`src/rtl/uio_bus_sequencer.sv`:
```
// -----------------------------------------------------------------------------
// uio_bus_sequencer
//
// Shares one byte-wide external memory bus between the CPU's instruction-fetch
// port and its data port. Each 32-bit access is sent as a byte-serial frame:
// a command byte, three address bytes, and then one of two tails:
//   - writes: four write-data bytes, LSB first;
//   - reads:  a turnaround cycle, then four read-data bytes. The external
//             device may stall each read byte with wait states.
//
// Ports
//   clk, rst              : single clock; synchronous active-high reset
//   i_valid/i_addr        : fetch request (always a read, all strobes set)
//   i_ready/i_rdata/i_err : one-cycle fetch completion with held data/error
//   d_valid/d_we/d_addr/d_wdata/d_strb : data request
//   d_ready/d_rdata/d_err : one-cycle data completion with held data/error
//   ext_dout/ext_oe       : bus byte driven by this block and its enable
//   ext_din/ext_ready     : bus byte from the device and its valid flag
//   ext_frame             : a transaction is occupying the bus
//   busy                  : sequencer is not idle
// -----------------------------------------------------------------------------
module uio_bus_sequencer #(
  parameter int unsigned WAIT_MAX = 15
) (
  input  logic        clk,
  input  logic        rst,
  input  logic        i_valid,
  input  logic [31:0] i_addr,
  output logic        i_ready,
  output logic [31:0] i_rdata,
  output logic        i_err,
  input  logic        d_valid,
  input  logic        d_we,
  input  logic [31:0] d_addr,
  input  logic [31:0] d_wdata,
  input  logic [3:0]  d_strb,
  output logic        d_ready,
  output logic [31:0] d_rdata,
  output logic        d_err,
  output logic [7:0]  ext_dout,
  output logic        ext_oe,
  input  logic [7:0]  ext_din,
  input  logic        ext_ready,
  output logic        ext_frame,
  output logic        busy
);

  localparam logic [7:0] WaitMax = 8'(WAIT_MAX);

  typedef enum logic [3:0] {
    IDLE, CMD, ADDR0, ADDR1, ADDR2,
    WDATA0, WDATA1, WDATA2, WDATA3,
    TURN, RDATA0, RDATA1, RDATA2, RDATA3,
    DONE
  } state_e;

  state_e      state_q, state_d;
  logic        grant_q, grant_d;   // 1 = data port owns the transaction
  logic        last_q;             // port granted most recently, 1 = data
  logic [23:0] addr_q;
  logic        we_q;
  logic [31:0] wdata_q;
  logic [3:0]  strb_q;
  logic [23:0] rbuf_q;             // bytes 0..2; byte 3 goes straight out
  logic [7:0]  wcnt_q;
  logic [31:0] i_rdata_q, d_rdata_q;
  logic        i_err_q, d_err_q;
  logic        advance;
  logic        timeout;
  logic [31:0] finalWord;

  // Address bits 31:24 never reach the bus.
  logic unused_addr_bits;
  assign unused_addr_bits = ^{i_addr[31:24], d_addr[31:24]};

  // State register.
  always_ff @(posedge clk) begin
    if (rst) begin
      state_q <= IDLE;
    end else begin
      state_q <= state_d;
    end
  end

  // Next-state logic. On a tie, the port that did not win last time gets the
  // bus. A read byte either arrives (advance) or burns one wait cycle. Once
  // the wait count has reached WAIT_MAX, one more stall aborts the read.
  always_comb begin
    state_d = state_q;
    grant_d = grant_q;
    advance = 1'b0;
    timeout = 1'b0;
    case (state_q)
      IDLE: begin
        if (i_valid || d_valid) begin
          state_d = CMD;
          grant_d = (i_valid && d_valid) ? ~last_q : d_valid;
        end
      end
      CMD:    state_d = ADDR0;
      ADDR0:  state_d = ADDR1;
      ADDR1:  state_d = ADDR2;
      ADDR2:  state_d = we_q ? WDATA0 : TURN;
      WDATA0: state_d = WDATA1;
      WDATA1: state_d = WDATA2;
      WDATA2: state_d = WDATA3;
      WDATA3: state_d = DONE;
      TURN:   state_d = RDATA0;
      RDATA0, RDATA1, RDATA2, RDATA3: begin
        if (ext_ready) begin
          advance = 1'b1;
          case (state_q)
            RDATA0:  state_d = RDATA1;
            RDATA1:  state_d = RDATA2;
            RDATA2:  state_d = RDATA3;
            default: state_d = DONE;
          endcase
        end else if (wcnt_q == WaitMax) begin
          timeout = 1'b1;
          state_d = DONE;
        end
      end
      DONE:    state_d = IDLE;
      default: state_d = IDLE;
    endcase
  end

  assign finalWord = timeout ? 32'hFFFF_FFFF : {ext_din, rbuf_q};

  // Transaction payload, read assembly, wait counter and the per-port result
  // registers. The payload is frozen at grant so that requester changes made
  // mid-transaction cannot corrupt the frame. Results are loaded on the way
  // into DONE, so they are already valid during the ready pulse and then
  // hold until the next completion on that port.
  always_ff @(posedge clk) begin
    if (rst) begin
      grant_q   <= 1'b0;
      last_q    <= 1'b0;
      addr_q    <= '0;
      we_q      <= 1'b0;
      wdata_q   <= '0;
      strb_q    <= '0;
      rbuf_q    <= '0;
      wcnt_q    <= '0;
      i_rdata_q <= '0;
      d_rdata_q <= '0;
      i_err_q   <= 1'b0;
      d_err_q   <= 1'b0;
    end else begin
      if (state_q == IDLE && state_d == CMD) begin
        grant_q <= grant_d;
        last_q  <= grant_d;
        addr_q  <= grant_d ? d_addr[23:0] : i_addr[23:0];
        we_q    <= grant_d & d_we;
        wdata_q <= grant_d ? d_wdata : 32'h0;
        strb_q  <= grant_d ? d_strb : 4'hF;
        rbuf_q  <= '0;
      end

      if (advance) begin
        case (state_q)
          RDATA0:  rbuf_q[7:0]   <= ext_din;
          RDATA1:  rbuf_q[15:8]  <= ext_din;
          RDATA2:  rbuf_q[23:16] <= ext_din;
          default: ;
        endcase
      end

      if (state_q == IDLE || advance) begin
        wcnt_q <= '0;
      end else if (state_q inside {RDATA0, RDATA1, RDATA2, RDATA3}) begin
        wcnt_q <= wcnt_q + 8'd1;
      end

      if (state_d == DONE && state_q != DONE) begin
        if (grant_q) begin
          d_err_q <= timeout;
          if (!we_q) begin
            d_rdata_q <= finalWord;
          end
        end else begin
          i_err_q   <= timeout;
          i_rdata_q <= finalWord;
        end
      end
    end
  end

  // Output decode, purely from registered state so nothing combinational
  // leaks from the inputs to the pins.
  always_comb begin
    ext_dout  = 8'h00;
    ext_oe    = 1'b0;
    i_ready   = 1'b0;
    d_ready   = 1'b0;
    ext_frame = (state_q != IDLE) && (state_q != DONE);
    busy      = (state_q != IDLE);
    case (state_q)
      CMD: begin
        ext_dout = {we_q, 3'b000, strb_q};
        ext_oe   = 1'b1;
      end
      ADDR0:  begin ext_dout = addr_q[7:0];    ext_oe = 1'b1; end
      ADDR1:  begin ext_dout = addr_q[15:8];   ext_oe = 1'b1; end
      ADDR2:  begin ext_dout = addr_q[23:16];  ext_oe = 1'b1; end
      WDATA0: begin ext_dout = wdata_q[7:0];   ext_oe = 1'b1; end
      WDATA1: begin ext_dout = wdata_q[15:8];  ext_oe = 1'b1; end
      WDATA2: begin ext_dout = wdata_q[23:16]; ext_oe = 1'b1; end
      WDATA3: begin ext_dout = wdata_q[31:24]; ext_oe = 1'b1; end
      DONE: begin
        i_ready = ~grant_q;
        d_ready = grant_q;
      end
      default: ;
    endcase
  end

  assign i_rdata = i_rdata_q;
  assign d_rdata = d_rdata_q;
  assign i_err   = i_err_q;
  assign d_err   = d_err_q;

endmodule

```
`config.mk`:
```
export PLATFORM = sky130hd
export DESIGN_NAME = uio_bus_sequencer
export DESIGN_NICKNAME = d
export VERILOG_FILES = /design/src/rtl/uio_bus_sequencer.sv
export SDC_FILE = /design/constraint.sdc
export NUM_CORES = 1
export LEC_CHECK = 0
export BUFFER_PORTS_ARGS = -buffer_cell sky130_fd_sc_hd__buf_2
export CORE_MARGIN = 2
export CORE_UTILIZATION = 40
export CTS_CLUSTER_DIAMETER = 30
export DETAILED_ROUTE_END_ITERATION = 10
export GPL_TIMING_DRIVEN = 1
export PLACE_DENSITY = 0.69
export REMOVE_ABC_BUFFERS = 1
export SYNTH_ARGS = -nofsm -noshare
export SYNTH_HDL_FRONTEND = slang
export SYNTH_SLANG_ARGS = --single-unit
```
`constraint.sdc`:
```
create_clock -name clk -period 6.51 [get_ports clk]
set_clock_uncertainty 0.15 [all_clocks]
set_input_delay 0.651 -clock clk [delete_from_list [all_inputs] [get_ports clk]]
set_output_delay 0.651 -clock clk [all_outputs]
set_load 0.05 [all_outputs]
```
# ---- Yosys cells after proc, flatten, opt, wreduce, memory -nomap -nowiden
# Index checks and enable logic that the tools add are counted.
dict set report classes {
  n_addsub 1
  eq_ne 18
  muxes 27
  n_bitwise 3
  reduce_logical 15
}
# op count
set op_table {}
lappend op_table {{2-to-1 mux 24 bit} 3}
lappend op_table {{2-to-1 mux 32 bit} 2}
lappend op_table {{one-hot mux 8 bit (8 select lines)} 1}
lappend op_table {{one-hot mux 4 bit (11 select lines)} 1}
lappend op_table {{equality test 4 bit, second input constant} 8}
lappend op_table {{2-to-1 mux 8 bit} 3}
lappend op_table {{2-to-1 mux 4 bit} 5}
lappend op_table {{equality test 4 x 3 -> 1 bit, second input constant} 4}
lappend op_table {{2-to-1 mux 1 bit} 11}
lappend op_table {{one-hot mux 3 bit (3 select lines)} 1}
lappend op_table {{adder 8 x 1 -> 8 bit, second input constant} 1}
lappend op_table {{equality test 4 x 1 -> 1 bit, second input constant} 2}
lappend op_table {{equality test 4 x 2 -> 1 bit, second input constant} 2}
lappend op_table {{equality test 8 x 4 -> 1 bit, second input constant} 1}
lappend op_table {{nonzero test 4 bit} 2}
lappend op_table {{OR reduction 8 bit} 1}
lappend op_table {{logical AND 1 bit} 4}
lappend op_table {{logical NOT 4 bit} 1}
lappend op_table {{inequality test 4 bit, second input constant} 1}
lappend op_table {{AND reduction 2 bit} 2}
lappend op_table {{OR reduction 4 bit} 1}
lappend op_table {{AND reduction 3 bit} 1}
lappend op_table {{logical OR 1 bit} 2}
lappend op_table {{inverter 1 bit} 2}
lappend op_table {{other kinds (2)} 2}
dict set report totals {
  register_bits 164
  in_bits 114
  output_inout_bits 79
  elab_cells 76
}

# ---- Longest topological paths before layout
dict set report logic_depth {
  ltp_word 9
  mapped_depth 10
  ltp_nobuf 7
}

# ---- Worst setup path after synthesis
# No wires, ideal clock.
dict set report synth_path {
  kind {register -> output}
  start {reg state_q[1]}
  end {out ext_dout[2]}
  arrival_ns 2.549
  required_ns 5.709
  slack_ns 3.160
  path_stages_with_launch 7
  path_buffers 4
  cell_sequence {dfxtp_1 > buf_2 > buf_1 > buf_1 > clkbuf_1 > a32oi_1 > o21ai_0}
}
dict set report synth_between {
  elab_chain_cells 2
  word_cells_on_any_way 9
  classes_between {eq/ne: 8; mux: 1}
}
# item line_no
set synth_lines {}
lappend synth_lines {{start, declared} 57} ;# state_e state_q, state_d;
lappend synth_lines {{start signal, assigned} 81} ;# state_q <= state_d;
lappend synth_lines {{equality test 4 bit (tied with other cells)} 198} ;# case (state_q)
lappend synth_lines {{one-hot mux 8 bit (8 select lines) *} 198}
lappend synth_lines {{end, declared} 40} ;# output logic [7:0] ext_dout,
# Mark *: on every way between the ends. The rest lies on a longest branch, timed or not.

# ---- Worst setup path after layout
dict set report layout_path {
  start {reg state_q[2]}
  end {out ext_dout[7]}
}
# Same word-level chain as after synthesis.

==> impl_metrics.json <==
{
  "status": "completed",
  "critPathTopFamily": "flip-flops",
  "peakVddDrop_mv": 0.324,
  "grt_antenna_before_repair": 1,
  "vias": 6549,
  "die-area_um2": 19000,
  "route.met2.wl_um": 8480,
  "yosys_most_used_dff": "dfxtp_1",
  "insertion_delay_ns": 0.43,
  "syn_avg_cell_area_um2": 8.31,
  "ys_seq_area_share_pct": 45.9,
  "syn_area_um2": 7150,
  "diodes": 0,
  "worstSetupPathType": "flip-flop to primary output",
  "yosysWarnings": 0,
  "dr_wl_met3_um": 1370,
  "syn_inst": 861,
  "grt_max_degree": 97,
  "dp_slack_ns": 3.02,
  "firstDrtPassIters": 5,
  "period_share_pct": 54.3,
  "grt_use_total_pct": 20.7,
  "synth_area_leaders": "dfxtp_1 46%, mux2i_1 10%, nand2_1 10%, a21oi_1 4.8%, nand3_1 4.5%",
  "num_io_pins": 193,
  "yosys.area_share.simple_pct": 22.5,
  "core_area_um2": 17400,
  "synth_xor_area_share_pct": 0.735,
  "cap_violations": 0,
  "yosysMostFrequentCell": "nand2_1",
  "cpPeakStageDelay_ns": 0.71,
  "placed_cells": 1198,
  "instances_no_fill": 1230,
  "setup_viol": 0,
  "rsz0062_at_grt": "false",
  "whs_ns": 0.300,
  "layout_setup_ws_ns": 2.98,
  "met1Wirelength_um": 8990,
  "crit_fanout": 20,
  "cp.arrival_ns": 2.73,
  "overflow": 0,
  "detail_route.wl_per_cell_um": 15.6,
  "end_kind": "primary output",
  "cp_cell_sequence": "buf_4, nor2b_1, a221oi_1, a211o_1, o21ai_0, buf_2",
  "hp-class": "flip-flop to flip-flop",
  "fmax_mhz": 283,
  "yosysTopAreaCell": "dfxtp_1",
  "start_util_pct": 41.1,
  "synth-seq-cells": 164,
  "hold_viol": 0,
  "crit_path_start_kind": "flip-flop",
  "cts.reportedPaths.clkPinSlew_ns": 0.06,
  "grt_pass1_vias": 6142,
  "avgViaCountPerCell": 5.32,
  "routed.top_layer": "met5",
  "area_growth_pct": 22.0,
  "muxShareOfSynthArea_pct": 11.7,
  "die_x_um": 138,
  "drc": 0,
  "place_congestion": 0.821,
  "grt_first_pass_wirelength_um": 30700,
  "synthAdderAreaFrac_pct": 0.175,
  "cts.sinks": 164,
  "crit_slowest_cell": "dfxtp_1",
  "power.leakage_uw": 0.00364,
  "final_area_um2": 8730,
  "finalSetupTns_ns": 0,
  "final_nets": 1107,
  "async_flop_share_pct": 0,
  "yosys.area.top_type_share_pct": 45.9,
  "synth_compound_area_share_pct": 14.3,
  "ant_nets": 0,
  "synth_edf_count": 0,
  "synth_top_family_by_area": "simple AND/OR/NAND/NOR gates",
  "root_buffer": "clkbuf_16",
  "cts_inserted_buffers": 17,
  "yosysUniqueCellTypes": 50,
  "power_density_nw_per_um2": 395,
  "post_dp_cell_area_um2": 8110,
  "cts_tree": "yes",
  "synthTopCellsByCount": "192 x nand2_1, 164 x dfxtp_1, 72 x mux2i_1",
  "maxSlewViolCount": 0,
  "drive_above_1_share_pct": 23.6,
  "drtIter0Drc": 472,
  "dp_hpwl_um": 12800,
  "dieHeight_um": 138,
  "io_buffers": 176,
  "routed_wl_um": 19200,
  "tightest_slew_ns": 1.02,
  "fp-row-count": 48,
  "path_buf_inv": 2,
  "crit_required_ns": 5.71,
  "htree_levels": 4,
  "fin_crit_ns": 3.53,
  "cts_buffer_depth": 2,
  "cts_resized": 0,
  "relSlewSlack_pct": 31.8,
  "cts_hold_buf": 0,
  "postCtsSetupRepairBufs": 0
}
-- path summary, 6_finish.rpt --
check             slack, ns           to       start  cells after the start
setup reg to reg       3.02   i_rdata[8]  state_q[1]                      8
setup / recovery       2.98  ext_dout[7]  state_q[2]                      6
hold reg to reg        0.30   wdata_q[6]  wdata_q[6]                      2
hold / removal         0.30   wdata_q[6]  wdata_q[6]                      2
-- report_power, final --
group / leakage, uW / total (uW) / switching (uW) / internal, uW
Clock: 0.000286 / 1050 / 411 / 636
Sequential: 0.00133 / 1240 / 113 / 1120
Combinational: 0.00203 / 1170 / 818 / 349
Total: 0.00364 / 3450 / 1340 / 2110
-- through the flow --
stage          power [uW]  util, %
3_5_place_dp         2430     46.6
2_1_floorplan        2070        -
4_1_cts              3480     50.1
3_3_place_gp         2420     46.6
6_report             3450     50.1
5_1_grt              3660     50.1
-- state kept, by name, indices dropped and copies added (netlist names) --
signal   flops
we_q         1
i_err        1
addr_q      24
d_err        1
rbuf_q      24
d_rdata     32
strb_q       4
wdata_q     32
last_q       1
state_q      4
i_rdata     32
wcnt_q       8
-- tightest hold or removal path, delay by kind of cell, from the launching register on --
| family | cells | cell delay, ns |
|---|---|---|
| flip-flops | 1 | 0.31 |
| AND/OR/NAND/NOR | 1 | 0.05 |
| AO/OA/AOI/OAI | 1 | 0.05 |
-- layout make-up --
| type | count | area (um2) |
|---|---|---|
| clock buffer | 22 | 474 |
| clock inverter | 10 | 145 |
| fill | 1693 | 8690 |
| inverter | 3 | 11.3 |
| multi-input combinational | 618 | 3560 |
| sequential | 164 | 3280 |
| tap | 225 | 282 |
| timing repair buffer | 188 | 971 |
-- metal layers --
layer	vias to the layer above	global-route usage (%)
met3	30	5.45
li1	3270	-
met1	3020	27.9
met2	227	31.8
met5	-	0
met4	2	7.43
-- placed cells by master (no fill, tap or decap), types with 4 or more instances in the layout --
| master | instances |
|---|---|
| nand2_1 | 192 |
| buf_2 | 176 |
| dfxtp_1 | 164 |
| mux2i_1 | 72 |
| a21oi_1 | 68 |
| nand3_1 | 65 |
| nor2_1 | 50 |
| o21ai_0 | 44 |
| a311oi_1 | 24 |
| clkbuf_16 | 17 |
| buf_4 | 12 |
| nor3_1 | 11 |
| nor2b_1 | 10 |
| mux2_2 | 8 |
| and3_1 | 6 |
| nand4_1 | 6 |
| nand2b_1 | 5 |
| xor2_1 | 5 |
| clkinvlp_4 | 5 |
| a32oi_1 | 4 |
| a22o_1 | 4 |
| a31oi_1 | 4 |
-- kinds of logic (layout without fill, tap and decap cells) --
group / Yosys count / after routing
adder cells (fa/ha/maj): 1 / 1
AO/OA/AOI/OAI: 166 / 166
flip-flops: 164 / 164
buffers and inverters: 79 / 223
XOR/XNOR: 6 / 6
multiplexers: 81 / 81
AND/OR/NAND/NOR: 364 / 364
Power figures use the tool's default switching activity.
